<file path="src/rtl/err_level_ctrl.sv">
`default_nettype none
// ============================================================================
// Module   : err_level_ctrl
// Brief    : CP0 error-level sequencer: ERL / nested ERL tracking, EPC capture
//            strobes, ERET sequencing and redirect valid/ack handshake.
// Revision : 1.0 - initial release
// ============================================================================
module err_level_ctrl #(
    parameter int         NEST_CNT_W = 2,
    parameter logic [1:0] RET_VEC    = 2'b11
) (
    input  logic                  clk,
    input  logic                  rst,
    input  logic                  soft_rst_req,
    input  logic                  nmi_req,
    input  logic                  cache_err_req,
    input  logic                  eret_req,
    input  logic                  bd_in,
    input  logic                  sw_erl_we,
    input  logic                  sw_erl_data,
    input  logic                  redir_ack,
    output logic                  erl,
    output logic                  nested_erl,
    output logic                  err_epc_cap,
    output logic                  nested_epc_cap,
    output logic                  cap_bd,
    output logic                  redir_valid,
    output logic [1:0]            redir_code,
    output logic                  ret_sel,
    output logic                  ev_stall,
    output logic [NEST_CNT_W-1:0] nest_cnt
);

    typedef enum logic [1:0] {
        ST_NORM = 2'd0,
        ST_ERR  = 2'd1,
        ST_NEST = 2'd2
    } state_t;

    localparam logic [1:0] c_CODE_RST   = 2'd0;
    localparam logic [1:0] c_CODE_NMI   = 2'd1;
    localparam logic [1:0] c_CODE_CACHE = 2'd2;
    localparam logic [NEST_CNT_W-1:0] c_CNT_MAX = {NEST_CNT_W{1'b1}};

    state_t                r_state,       w_state_nxt;
    logic                  r_err_cap,     w_err_cap_nxt;
    logic                  r_nest_cap,    w_nest_cap_nxt;
    logic                  r_cap_bd,      w_cap_bd_nxt;
    logic                  r_redir_valid, w_redir_valid_nxt;
    logic [1:0]            r_redir_code,  w_redir_code_nxt;
    logic                  r_ret_sel,     w_ret_sel_nxt;
    logic [NEST_CNT_W-1:0] r_nest_cnt,    w_nest_cnt_nxt;

    logic                  w_sample;
    logic                  w_exc;

    always_ff @(posedge clk or posedge rst) begin
        if (rst) begin
            r_state       <= ST_ERR;
            r_err_cap     <= 1'b0;
            r_nest_cap    <= 1'b0;
            r_cap_bd      <= 1'b0;
            r_redir_valid <= 1'b0;
            r_redir_code  <= c_CODE_RST;
            r_ret_sel     <= 1'b0;
            r_nest_cnt    <= '0;
        end else begin
            r_state       <= w_state_nxt;
            r_err_cap     <= w_err_cap_nxt;
            r_nest_cap    <= w_nest_cap_nxt;
            r_cap_bd      <= w_cap_bd_nxt;
            r_redir_valid <= w_redir_valid_nxt;
            r_redir_code  <= w_redir_code_nxt;
            r_ret_sel     <= w_ret_sel_nxt;
            r_nest_cnt    <= w_nest_cnt_nxt;
        end
    end

    // The ack cycle is also a sampling cycle, which allows back-to-back redirects.
    assign w_sample = !r_redir_valid || redir_ack;
    assign w_exc    = soft_rst_req || nmi_req || cache_err_req;

    always_comb begin
        w_state_nxt       = r_state;
        w_err_cap_nxt     = 1'b0;
        w_nest_cap_nxt    = 1'b0;
        w_cap_bd_nxt      = r_cap_bd;
        w_redir_valid_nxt = r_redir_valid && !redir_ack;
        w_redir_code_nxt  = r_redir_code;
        w_ret_sel_nxt     = r_ret_sel;
        w_nest_cnt_nxt    = r_nest_cnt;

        if (w_sample && w_exc) begin
            w_redir_valid_nxt = 1'b1;
            w_ret_sel_nxt     = 1'b0;
            w_cap_bd_nxt      = bd_in;
            if (soft_rst_req)
                w_redir_code_nxt = c_CODE_RST;
            else if (nmi_req)
                w_redir_code_nxt = c_CODE_NMI;
            else
                w_redir_code_nxt = c_CODE_CACHE;

            case (r_state)
                ST_NORM: begin
                    w_err_cap_nxt = 1'b1;
                    w_state_nxt   = ST_ERR;
                end
                ST_ERR: begin
                    w_nest_cap_nxt = 1'b1;
                    w_state_nxt    = ST_NEST;
                    if (r_nest_cnt != c_CNT_MAX)
                        w_nest_cnt_nxt = r_nest_cnt + 1'b1;
                end
                ST_NEST: begin
                    // Third-level error: no EPC slot left, redirect only.
                    if (r_nest_cnt != c_CNT_MAX)
                        w_nest_cnt_nxt = r_nest_cnt + 1'b1;
                end
                default: w_state_nxt = ST_ERR;
            endcase
        end else if (soft_rst_req) begin
            // Soft reset pre-empts a pending redirect without a new capture.
            w_redir_code_nxt = c_CODE_RST;
            w_ret_sel_nxt    = 1'b0;
            w_state_nxt      = ST_ERR;
        end else if (w_sample && eret_req && (r_state != ST_NORM)) begin
            w_redir_valid_nxt = 1'b1;
            w_redir_code_nxt  = RET_VEC;
            w_ret_sel_nxt     = (r_state == ST_NEST);
            w_state_nxt       = (r_state == ST_NEST) ? ST_ERR : ST_NORM;
        end else if (sw_erl_we) begin
            if (!sw_erl_data)
                w_state_nxt = ST_NORM;
            else if (r_state == ST_NORM)
                w_state_nxt = ST_ERR;
        end
    end

    assign erl            = (r_state != ST_NORM);
    assign nested_erl     = (r_state == ST_NEST);
    assign err_epc_cap    = r_err_cap;
    assign nested_epc_cap = r_nest_cap;
    assign cap_bd         = r_cap_bd;
    assign redir_valid    = r_redir_valid;
    assign redir_code     = r_redir_code;
    assign ret_sel        = r_ret_sel;
    assign ev_stall       = r_redir_valid;
    assign nest_cnt       = r_nest_cnt;

endmodule
`default_nettype wire
</file>
<file path="config.mk">
export PLATFORM = sky130hd
export DESIGN_NAME = err_level_ctrl
export DESIGN_NICKNAME = d
export VERILOG_FILES = /design/src/rtl/err_level_ctrl.sv
export SDC_FILE = /design/constraint.sdc
export NUM_CORES = 1
export LEC_CHECK = 0
export BUFFER_PORTS_ARGS = -buffer_cell sky130_fd_sc_hd__buf_2
export CAP_MARGIN = 20
export CORE_AREA = 2 2 39 41
export CTS_BUF_LIST = sky130_fd_sc_hd__clkbuf_4 sky130_fd_sc_hd__clkbuf_8
export DETAILED_ROUTE_END_ITERATION = 10
export DIE_AREA = 0 0 41 43
export GPL_ROUTABILITY_DRIVEN = 0
export PLACE_DENSITY = 0.77
export RECOVER_POWER = 25
export SYNTH_ARGS = -nofsm -noshare
export SYNTH_HDL_FRONTEND = slang
export SYNTH_SLANG_ARGS = --single-unit
</file>
<file path="constraint.sdc">
create_clock -name clk -period 2.7 [get_ports clk]
set_clock_uncertainty 0.2 [all_clocks]
set_input_delay 0.675 -clock clk [delete_from_list [all_inputs] [get_ports clk]]
set_output_delay 0.675 -clock clk [all_outputs]
set_load 0.005 [all_outputs]
</file>
**Word level (Yosys, flattened, before mapping)**

Index checks and enable logic that the tools add are counted.

- Bits in registers: 11
- Bits of input ports: 10
- Output and inout port bits: 12
- Logic and storage cells: 53

- Add/subtract/negate cells: 1
- Equality and inequality tests: 5
- Muxes and demuxes: 23
- Reduce and logical (&&, ||, !) cells: 16

Operators with widths:

| operator | count |
|---|---|
| 2-to-1 mux 2 bit | 11 |
| 2-to-1 mux 1 bit | 11 |
| AND reduction 3 bit | 2 |
| != test 5 x 2 -> 1 bit (second input constant) | 1 |
| logical AND 1 bit | 4 |
| != test 2 bit (second input constant) | 2 |
| case mux 2 bit (2 select lines) | 1 |
| nonzero test 4 bit | 1 |
| logical OR 1 bit | 3 |
| nonzero test 3 bit | 1 |
| adder 2 x 1 -> 2 bit (second input constant) | 1 |
| == test 2 x 1 -> 1 bit (second input constant) | 1 |
| == test 2 bit (second input constant) | 1 |
| logical NOT 1 bit | 2 |
| logical NOT 2 bit | 1 |
| nonzero test 2 bit | 1 |
| OR reduction 2 bit | 1 |

**Longest topological paths before layout**

Gate-level depths: netlist of run 1.

- Depth after elaboration: 7
- Gate-level depth with buffers: 6

**Worst setup path after synthesis of run 1**

No wires, ideal clock.

- Path type: input to register
- Start point: input port redir_ack
- End point: register r_state[1]
- Library setup time: 0.127 ns
- Arrival time: 1.584 ns
- Setup slack: 0.789 ns
- Stages on the path: 5
- Path buffers: 1
- Cells stage by stage: nand2b_4 > buf_6 > o21a_1 > o41a_1 > mux2i_1

- Longest elaborated chain between the ends: 6
- Elaborated cells on any way between the ends: 11
- Classes of those cells: 2 x eq/ne; 3 x mux; 6 x reduce/logical

RTL lines:

| item | line | source |
|---|---|---|
| start: declaration | 21 | `input logic redir_ack,` |
| logical OR 1 bit * | 80 | `assign w_sample = !r_redir_valid \|\| redir_ack;` |
| logical AND 1 bit (2 in a row) | 127 | `end else if (w_sample && eret_req && (r_state != ST_NORM)) begin` |
| 2-to-1 mux 2 bit | 127 |  |
| 2-to-1 mux 2 bit | 122 | `end else if (soft_rst_req) begin` |
| 2-to-1 mux 2 bit | 93 | `if (w_sample && w_exc) begin` |
| end signal: assignment | 68 | `r_state <= w_state_nxt;` |
| end: declaration | 45 | `state_t r_state, w_state_nxt;` |

Mark *: on every way between the ends. The rest lies on a longest branch, timed or not.
A chain may end at the register's enable or synchronous reset.

**Worst setup path in the final report of run 1**

- Start point: register r_state[0]
- End point: output port erl

- Longest elaborated chain between the ends: 1

RTL lines:

| item | line | source |
|---|---|---|
| nonzero test 2 bit | 140 | `assign erl = (r_state != ST_NORM);` |
| end: declaration | 22 | `output logic erl,` |

Every way passes these cells.

==> impl_results.md, run 1 <==
- Status: finished, final reports clean
- Final Critical Period: 2170 ps
- Gate power share: 36.8%
- Chip width: 41 um
- TritonCTS clock tree: built
- Final core utilization: 52.8%
- ANT cells: 0
- Share of the synthesized area in the top cell type: 41.9%
- Unrepaired setup endpoints after global routing: no
- Number of buffers created by CTS: 3
- Yosys top cell by area: dfrtp_1
- WHS: 173 ps
- MaxCap Viol Count: 0
- Port Buffers: 21
- Synth Area per Inst: 11.1 sq um
- Average wire per standard cell: 12.6 um
- Int Pwr: 368 uW
- CP Class: reg2out
- GR Util met3: 7.85%
- Vias/cell: 5.03
- Fillers: 137
- GR Overflow Total: 0
- GR peak layer: met2
- First-pass GRT wire length: 1750 um
- Vias in the first global route: 432
- CTS H-tree lvls: 1
- Synth Register Bits: 11
- Post-CTS resize count: 0
- Initial Util: 43.1%
- CP endpoint kind: primary output
- Hold Crit Class: in2async
- Reg2reg setup slack: 720 ps
- Power Dens Cells: 760 mW/mm^2
- Drt total wl: 1170 um
- Clock latency at the later pin of the worst-skew pair: 280 ps
- Setup TNS: 0 ps
- Share of power burned in registers: 42.6%
- Sequential Area: 277 sq um
- Ys Warns: 0
- Startpoint Class: flip-flop
- Max Buffers Root-to-Sink: 2
- Worst rel slew slack: 72.1%
- Max Clk Rate: 462 MHz
- Final clock period utilization by the worst path: 80.2%
- Area contributors post-synth: dfrtp_1 (42%), ha_1 (8.4%), dfstp_2 (4.4%), nand2_1 (3.8%), mux2i_1 (3.4%)
- Clk sinks: 11
- Die Footprint: 0.00176 sq mm
- Final setup violation count: 0
- Met2 GRT Util: 25.0%
- DRC Markers: 0
- Layout cells sized above 1: 44.2%
- CP Data Arrival Time: 1290 ps
- Largest net degree at the start of global routing: 12
- EDFF count, synth: 0
- Slew @ Worst Pin: 417 ps
- Vert. Die Dim: 43 um
- GR met1 Demand/Resource: 16.7%
- Post-synthesis cell type count: 28
- Final ANT Viol Nets: 0
- Peak VDD IR: 0.490 mV
- Final Non-Filler Cells: 93
- P_leak: 0.399 nW
- Post-CTS Setup Repair Bufs: 0
- HPWL Detailed: 956 um
- Switch Pwr: 188 uW
- Initial antenna violation count: 0
- Ys flop type: dfrtp_1
- Area of the multi-input gates: 283 sq um
- Synthesized Nets: 68
- Pins Over Slew Limit: 0
- Sw Share: 33.8%
- Mapped Area: 597 sq um
- Worst-path clk slew: 70 ps
- IO Count: 22
- Critical Path Fanout Max: 3
- Vias: 468
- Clock root cell: clkbuf_4
- Post-Synthesis Cells: 54
- Nets@finish: 92
- Worst path required time: 1820 ps
- All-layer global routing usage: 15.6%
- Placed insts: 89
- Iteration-0 DRC Markers: 2
- Total chip power: 555 uW
- Seq/Total Area, Yosys: 46.3%
- Share of synthesized registers carrying an async set or reset: 100%
- Syn-to-layout area delta: 22.4%
- Core outline area: 0.00138 sq mm
- TritonRoute pass-1 iters: 2
- Num rows: 14
- # hold bufs at CTS: 0
- Clock Power Share: 20.6%
- Endpoints failing hold: 0
## area by class of cell
cell class	instances	area share, %
timing repair buffer	21	14.4
tap	16	2.74
inverter	5	2.57
clock inverter	1	0.685
multi-input combinational	36	38.7
clock buffer	3	3.08
sequential	11	37.8
## sequential cells by signal, indices dropped and copies added (netlist names)
register	flops
r_state	2
nested_epc_cap	1
cap_bd	1
ret_sel	1
ev_stall	1
nest_cnt	2
err_epc_cap	1
redir_code	2
## power by group through the flow
stage                     logic, mW  clock network, mW  registers, mW
final                         0.204              0.114          0.237
after global routing          0.234              0.125          0.242
after CTS                     0.209              0.118          0.237
after detailed placement      0.208                  0          0.239
after global placement        0.198                  0          0.237
after floorplan               0.132                  0          0.240
## synthesized netlist by cell type, drive strengths merged (2+ instances only)
cell type,number
nand3,2
inv,5
dfrtp,10
mux2i,2
a21boi,2
buf,2
a21oi,2
nor2,2
ha,4
and2,2
nand2,6
## kinds of logic (layout without fill, tap and decap cells)
logic type | after synthesis | in the layout | synth area share [%]
simple gates | 19 | 19 | 20.1
compound gates | 9 | 9 | 12.2
buf+inv | 7 | 30 | 6.29
xor+xnor | 1 | 1 | 1.47
fa+ha+maj | 4 | 4 | 8.39
flops | 11 | 11 | 46.3
mux | 3 | 3 | 5.24
## placed cells by master (no fill, tap or decap), drive strengths merged, types with 3 or more instances in the layout
cell type | netlist | layout
buf | 2 | 21
dfrtp | 10 | 10
nand2 | 6 | 6
inv | 5 | 5
ha | 4 | 4
clkbuf | 0 | 3
## critical path, stage by stage, from the launching register on
cell     delay [ps]
dfstp_2         530
inv_1            60
ha_1            210
inv_1            90
buf_2           120
## per-stage QoR
stage               cell area, sq um  worst slack [ps]
floorplan                        597               789
global placement                 703               658
detailed placement               703               626
CTS                              731               520
global route                     731               467
finish                           731               534
## path summary, 6_finish.rpt
check / from / end / cells after the start
min in group clk: cap_bd / cap_bd / 2
max in group asynchronous: rst / r_state[0] / 2
worst min-delay path: rst / ev_stall / 2
worst max register to register: r_state[0] / r_state[0] / 6
worst max-delay path: r_state[0] / erl / 4
worst min register to register: cap_bd / cap_bd / 2
## metal layers
layer | vias up | wire, um
met3 | 2 | 79
li1 | 230 | -
met2 | 14 | 612
met1 | 222 | 469
met4 | 0 | 8
met5 | - | 0
(Power assumes the default switching activity.)
==> run 2: changes to the inputs <==
--- a/config.mk
+++ b/config.mk
@@ -7,12 +7,11 @@
 export LEC_CHECK = 0
 export BUFFER_PORTS_ARGS = -buffer_cell sky130_fd_sc_hd__buf_2
 export CAP_MARGIN = 20
-export CORE_AREA = 2 2 39 41
+export CORE_UTILIZATION = 44
 export CTS_BUF_LIST = sky130_fd_sc_hd__clkbuf_4 sky130_fd_sc_hd__clkbuf_8
 export DETAILED_ROUTE_END_ITERATION = 10
-export DIE_AREA = 0 0 41 43
 export GPL_ROUTABILITY_DRIVEN = 0
-export PLACE_DENSITY = 0.77
+export PLACE_DENSITY = 0.78
 export RECOVER_POWER = 25
 export SYNTH_ARGS = -nofsm -noshare
 export SYNTH_HDL_FRONTEND = slang
==> constraint.sdc (replaced) <==
create_clock -name clk -period 1.8 [get_ports clk]
set_clock_uncertainty 0.2 [all_clocks]
set_input_delay 0.45 -clock clk [delete_from_list [all_inputs] [get_ports clk]]
set_output_delay 0.45 -clock clk [all_outputs]
set_load 0.005 [all_outputs]
==> impl_results.md, run 2 (synthesis gave the netlist of run 1 again) <==
- Fin worst setup slack: -85.7 ps
- Vias in the first global route: 478
- Num rows: 12
- Chip width: 38.8 um
- Largest net degree at the start of global routing: 12
- Vias/cell: 5.12
- CP endpoint kind: primary output
- DRC Markers: 0
- Share of power burned in registers: 35.1%
- Most frequent cells in the layout: buf_2 (19), dfrtp_1 (10), buf_4 (7)
- Syn-to-layout area delta: 42.8%
- Sw Share: 32.6%
- Slew @ Worst Pin: 417 ps
- Clk sinks: 11
- Layout cells sized above 1: 55.8%
- IO Count: 22
- Unrepaired setup endpoints after global routing: yes
- Int Pwr: 686 uW
- Initial Util: 50.3%
- Setup TNS: -94.5 ps
- Nets@finish: 101
- First-pass GRT wire length: 1950 um
- Peak VDD IR: 0.821 mV
- Max Buffers Root-to-Sink: 2
- Number of buffers created by CTS: 3
- Worst rel slew slack: 72.2%
- Final ANT Viol Nets: 0
- Worst-path clk slew: 70 ps
- Clock root cell: clkbuf_4
- Critical Path Fanout Max: 3
- MaxCap Viol Count: 0
- Clock Power Share: 18.0%
- Port Buffers: 21
- Drt total wl: 1280 um
- Switch Pwr: 331 uW
- Pins Over Slew Limit: 0
- Clock latency at the later pin of the worst-skew pair: 270 ps
- Failing checks: negative setup slack
- Die Footprint: 0.00151 sq mm
- Max Clk Rate: 530 MHz
- Core outline area: 0.00119 sq mm
- Final core utilization: 71.8%
- Final setup violation count: 2
- CTS H-tree lvls: 1
- CP Class: reg2out
- Leading cell type in the layout, fill and taps excluded: buf_2
- Worst path required time: 1150 ps
- Gate power share: 47.0%
- Vert. Die Dim: 38.8 um
- GR Overflow Total: 0
- Startpoint Class: flip-flop
- Final clock period utilization by the worst path: 105%
- R2r worst-path depth: 6
- Endpoints failing hold: 0
- Hold Crit Class: in2reg
- Average wire per standard cell: 12.8 um
- Status: finished, violations left
- Initial antenna violation count: 0
- HPWL Detailed: 988 um
- TritonCTS clock tree: built
- Final Critical Period: 1890 ps
- P_leak: 0.451 nW
- TritonRoute pass-1 iters: 2
- Vias: 512
- All-layer global routing usage: 20.1%
- Power Dens Cells: 1190 mW/mm^2
- ANT cells: 0
- Hold depth: 3
- CP Data Arrival Time: 1240 ps
- Iteration-0 DRC Markers: 5
run 2: cell types whose count changed in the layout (fill, tap and decap cells not counted), sizes merged:
cell         delta
clkinv          -1
dlygate4sd3     +1
clkbuf          +1
buf             +8
run 2: final cells by class:
cell class	instances	area [sq um]
well taps	14	17.5
fillers	94	334
clock buffers	4	30.0
inverters	5	21.3
flip-flops and latches	11	277
repair buffers	30	191
multi-input cells	36	315
run 2: final timing paths:
path | to | startpoint | slack (ps)
worst max-delay path | nested_erl | r_state[0] | -90
worst min-delay path | cap_bd | bd_in | 160
worst max register to register | r_state[0] | r_state[0] | 0
worst min register to register | cap_bd | cap_bd | 280
max in group asynchronous | r_state[0] | rst | 560
min in group asynchronous | redir_code[1] | rst | 500
run 2: power groups by stage:
| stage | clock network [mW] | logic, mW | registers (mW) |
|---|---|---|---|
| floorplan | 0 | 0.198 | 0.360 |
| global placement | 0 | 0.356 | 0.356 |
| detailed placement | 0 | 0.378 | 0.359 |
| CTS | 0.187 | 0.445 | 0.362 |
| global route | 0.204 | 0.521 | 0.363 |
| finish | 0.183 | 0.478 | 0.357 |
run 2: worst max-delay path: stages, from the launching register on:
cell	delay [ps]
dfstp_2	530
inv_2	50
buf_6	120
ha_4	160
buf_6	110
run 2: repair_timing:
item / in CTS / in global routing
setup buffers: 1 / 1
pin swaps: 2 / 1
resized for setup: 11 / 3
hold buffers: 1 / 0
endpoints found under the setup margin: 4 / 4
endpoints found under the hold margin: 10 / 0
run 2: through the flow:
stage               setup WS (ps)  power, mW  hold slack, ps  instances  instance area (sq um)
floorplan                    30.6      0.557             102         54                    597
global placement            -65.0      0.712             255         94                    753
detailed placement          -90.1      0.737             263         94                    753
CTS                         -86.3      0.994             160         99                    837
global route                 -116       1.09             177        100                    852
finish                      -85.7       1.02             161        100                    852
run 2: metal layers:
| layer | part of all wire (%) | GRT usage (%) |
|---|---|---|
| met1 | 43 | 22.4 |
| met2 | 50 | 32.1 |
| met3 | 4.5 | 6.94 |
| met4 | 2.3 | 12.9 |
| met5 | 0 | 0 |
==> run 3: changes to the inputs <==
--- a/config.mk
+++ b/config.mk
@@ -7,6 +7,7 @@
 export LEC_CHECK = 0
 export BUFFER_PORTS_ARGS = -buffer_cell sky130_fd_sc_hd__buf_2
 export CAP_MARGIN = 20
+export CORE_MARGIN = 2
 export CORE_UTILIZATION = 44
 export CTS_BUF_LIST = sky130_fd_sc_hd__clkbuf_4 sky130_fd_sc_hd__clkbuf_8
 export DETAILED_ROUTE_END_ITERATION = 10
==> impl_results.md, run 3 (synthesis gave the netlist of run 1 again) <==
- Chip width: 40.8 um
- Critical Path Fanout Max: 3
- Cell area after layout: 817 sq um
- Syn-to-layout area delta: 36.9%
- Max Buffers Root-to-Sink: 2
- CP endpoint kind: primary output
- GR met1 Demand/Resource: 22.2%
- All-layer global routing usage: 19.0%
- Total chip power: 962 uW
- TritonCTS clock tree: built
- CP Data Arrival Time: 1210 ps
- Most frequent cells in the layout: buf_2 (20), dfrtp_1 (10), nand2_1 (6)
- Iteration-0 DRC Markers: 0
- Reg2reg start: r_state[0]
- Initial Util: 46.4%
- CP cell instances: inv_2 > ha_4 > inv_4 > buf_6
- Hold Crit Class: in2reg
- Unrepaired setup endpoints after global routing: yes
- Failing checks: negative setup slack
- Final setup violation count: 2
- Area after DPL: 754 sq um
- IO Count: 22
- Pins Over Slew Limit: 0
- First-pass GRT wire length: 2040 um
- Drt total wl: 1260 um
- Power Dens Cells: 1180 mW/mm^2
- Num rows: 13
- Number of buffers created by CTS: 3
- Met2 GRT Util: 33.6%
- CP endpoint: erl
- R2r endpoint: r_state[1]
- Vias in the first global route: 493
- GR Util met3: 3.26%
- Largest net degree at the start of global routing: 12
- Reg2reg setup slack: 10 ps
- Fin worst setup slack: -56.1 ps
- Slew @ Worst Pin: 434 ps
- Layout cells sized above 1: 53.6%
- Slowest CP cell: dfstp_2
- Average wire per standard cell: 12.7 um
- CP peak stage delay: 550 ps
- ANT cells: 0
- Worst rel slew slack: 71.0%
- CTS H-tree lvls: 1
- CP Class: reg2out
- Final core utilization: 63.6%
- GR peak layer: met2
- Peak VDD IR: 0.505 mV
- Setup TNS: -109 ps
- Core outline area: 0.00128 sq mm
- Clk sinks: 11
- P_leak: 0.436 nW
- Final clock period utilization by the worst path: 103%
- Status: finished, violations left
- Startpoint Class: flip-flop
- Clock root cell: clkbuf_4
- Final Critical Period: 1860 ps
- Vias/cell: 5.14
- HPWL Detailed: 950 um
- R2r worst-path depth: 6
- Port Buffers: 21
- MaxCap Viol Count: 0
- Post-CTS Setup Repair Bufs: 0
- Initial antenna violation count: 0
- Vert. Die Dim: 40.8 um
- Leading cell type in the layout, fill and taps excluded: buf_2
- TritonRoute pass-1 iters: 1
- Worst-path clk slew: 70 ps
- Endpoints failing hold: 0
- Max Clk Rate: 539 MHz
- Worst path required time: 1150 ps
- Crit path from: r_state[0]
- DRC Markers: 0
- Die Footprint: 0.00167 sq mm
- Final ANT Viol Nets: 0
- Vias: 509
- GR Overflow Total: 0
- Clock latency at the later pin of the worst-skew pair: 270 ps
- Dpl ws: -88.5 ps
- Nets@finish: 99
==> run 3: final cells by class <==
type	count	area, sq um
fillers	115	468
multi-input cells	36	308
flip-flops and latches	11	277
repair buffers	28	163
clock buffers	4	30.0
inverters	5	21.3
well taps	15	18.8
==> run 3: where the power goes <==
| part | switching, mW | internal (mW) | leakage [nW] |
|---|---|---|---|
| Combinational | 0.184 | 0.226 | 0.283 |
| Clock | 0.0919 | 0.101 | 0.0184 |
| Sequential | 0.0418 | 0.317 | 0.135 |
| Total | 0.318 | 0.644 | 0.436 |
==> run 3: per-layer routing <==
layer,part of all wire [%],up-vias
met1,43,245
met4,1.6,0
met2,50,18
li1,-,244
met3,5.9,2
met5,0,-
==> run 3: what timing repair did <==
| item | in CTS | in global routing |
|---|---|---|
| hold endpoints to repair | 10 | 0 |
| pin swaps | 1 | 2 |
| endpoints found under the setup margin | 4 | 6 |
| gates resized for setup | 8 | 3 |
| hold buffers | 1 | 0 |
==> run 3: worst min-delay path by stage <==
stage / startpoint / to / slack, ps / depth (start not counted)
2_1_floorplan: rst / cap_bd / 100 / 1
3_3_place_gp: cap_bd / cap_bd / 250 / 2
3_5_place_dp: cap_bd / cap_bd / 260 / 2
4_1_cts: bd_in / cap_bd / 170 / 3
5_1_grt: bd_in / cap_bd / 180 / 3
6_report: bd_in / cap_bd / 180 / 3
==> run 3: critical path, delay by kind of cell (launching register included) <==
family,cells,cell delay (ps)
adder cells (fa/ha/maj),1,170
flip-flops,1,550
buffers and inverters,3,200
==> run 3: per-stage QoR <==
stage,instances,hold slack (ps)
6_report,99,176
3_5_place_dp,95,255
5_1_grt,99,178
2_1_floorplan,54,102
3_3_place_gp,95,253
4_1_cts,99,174
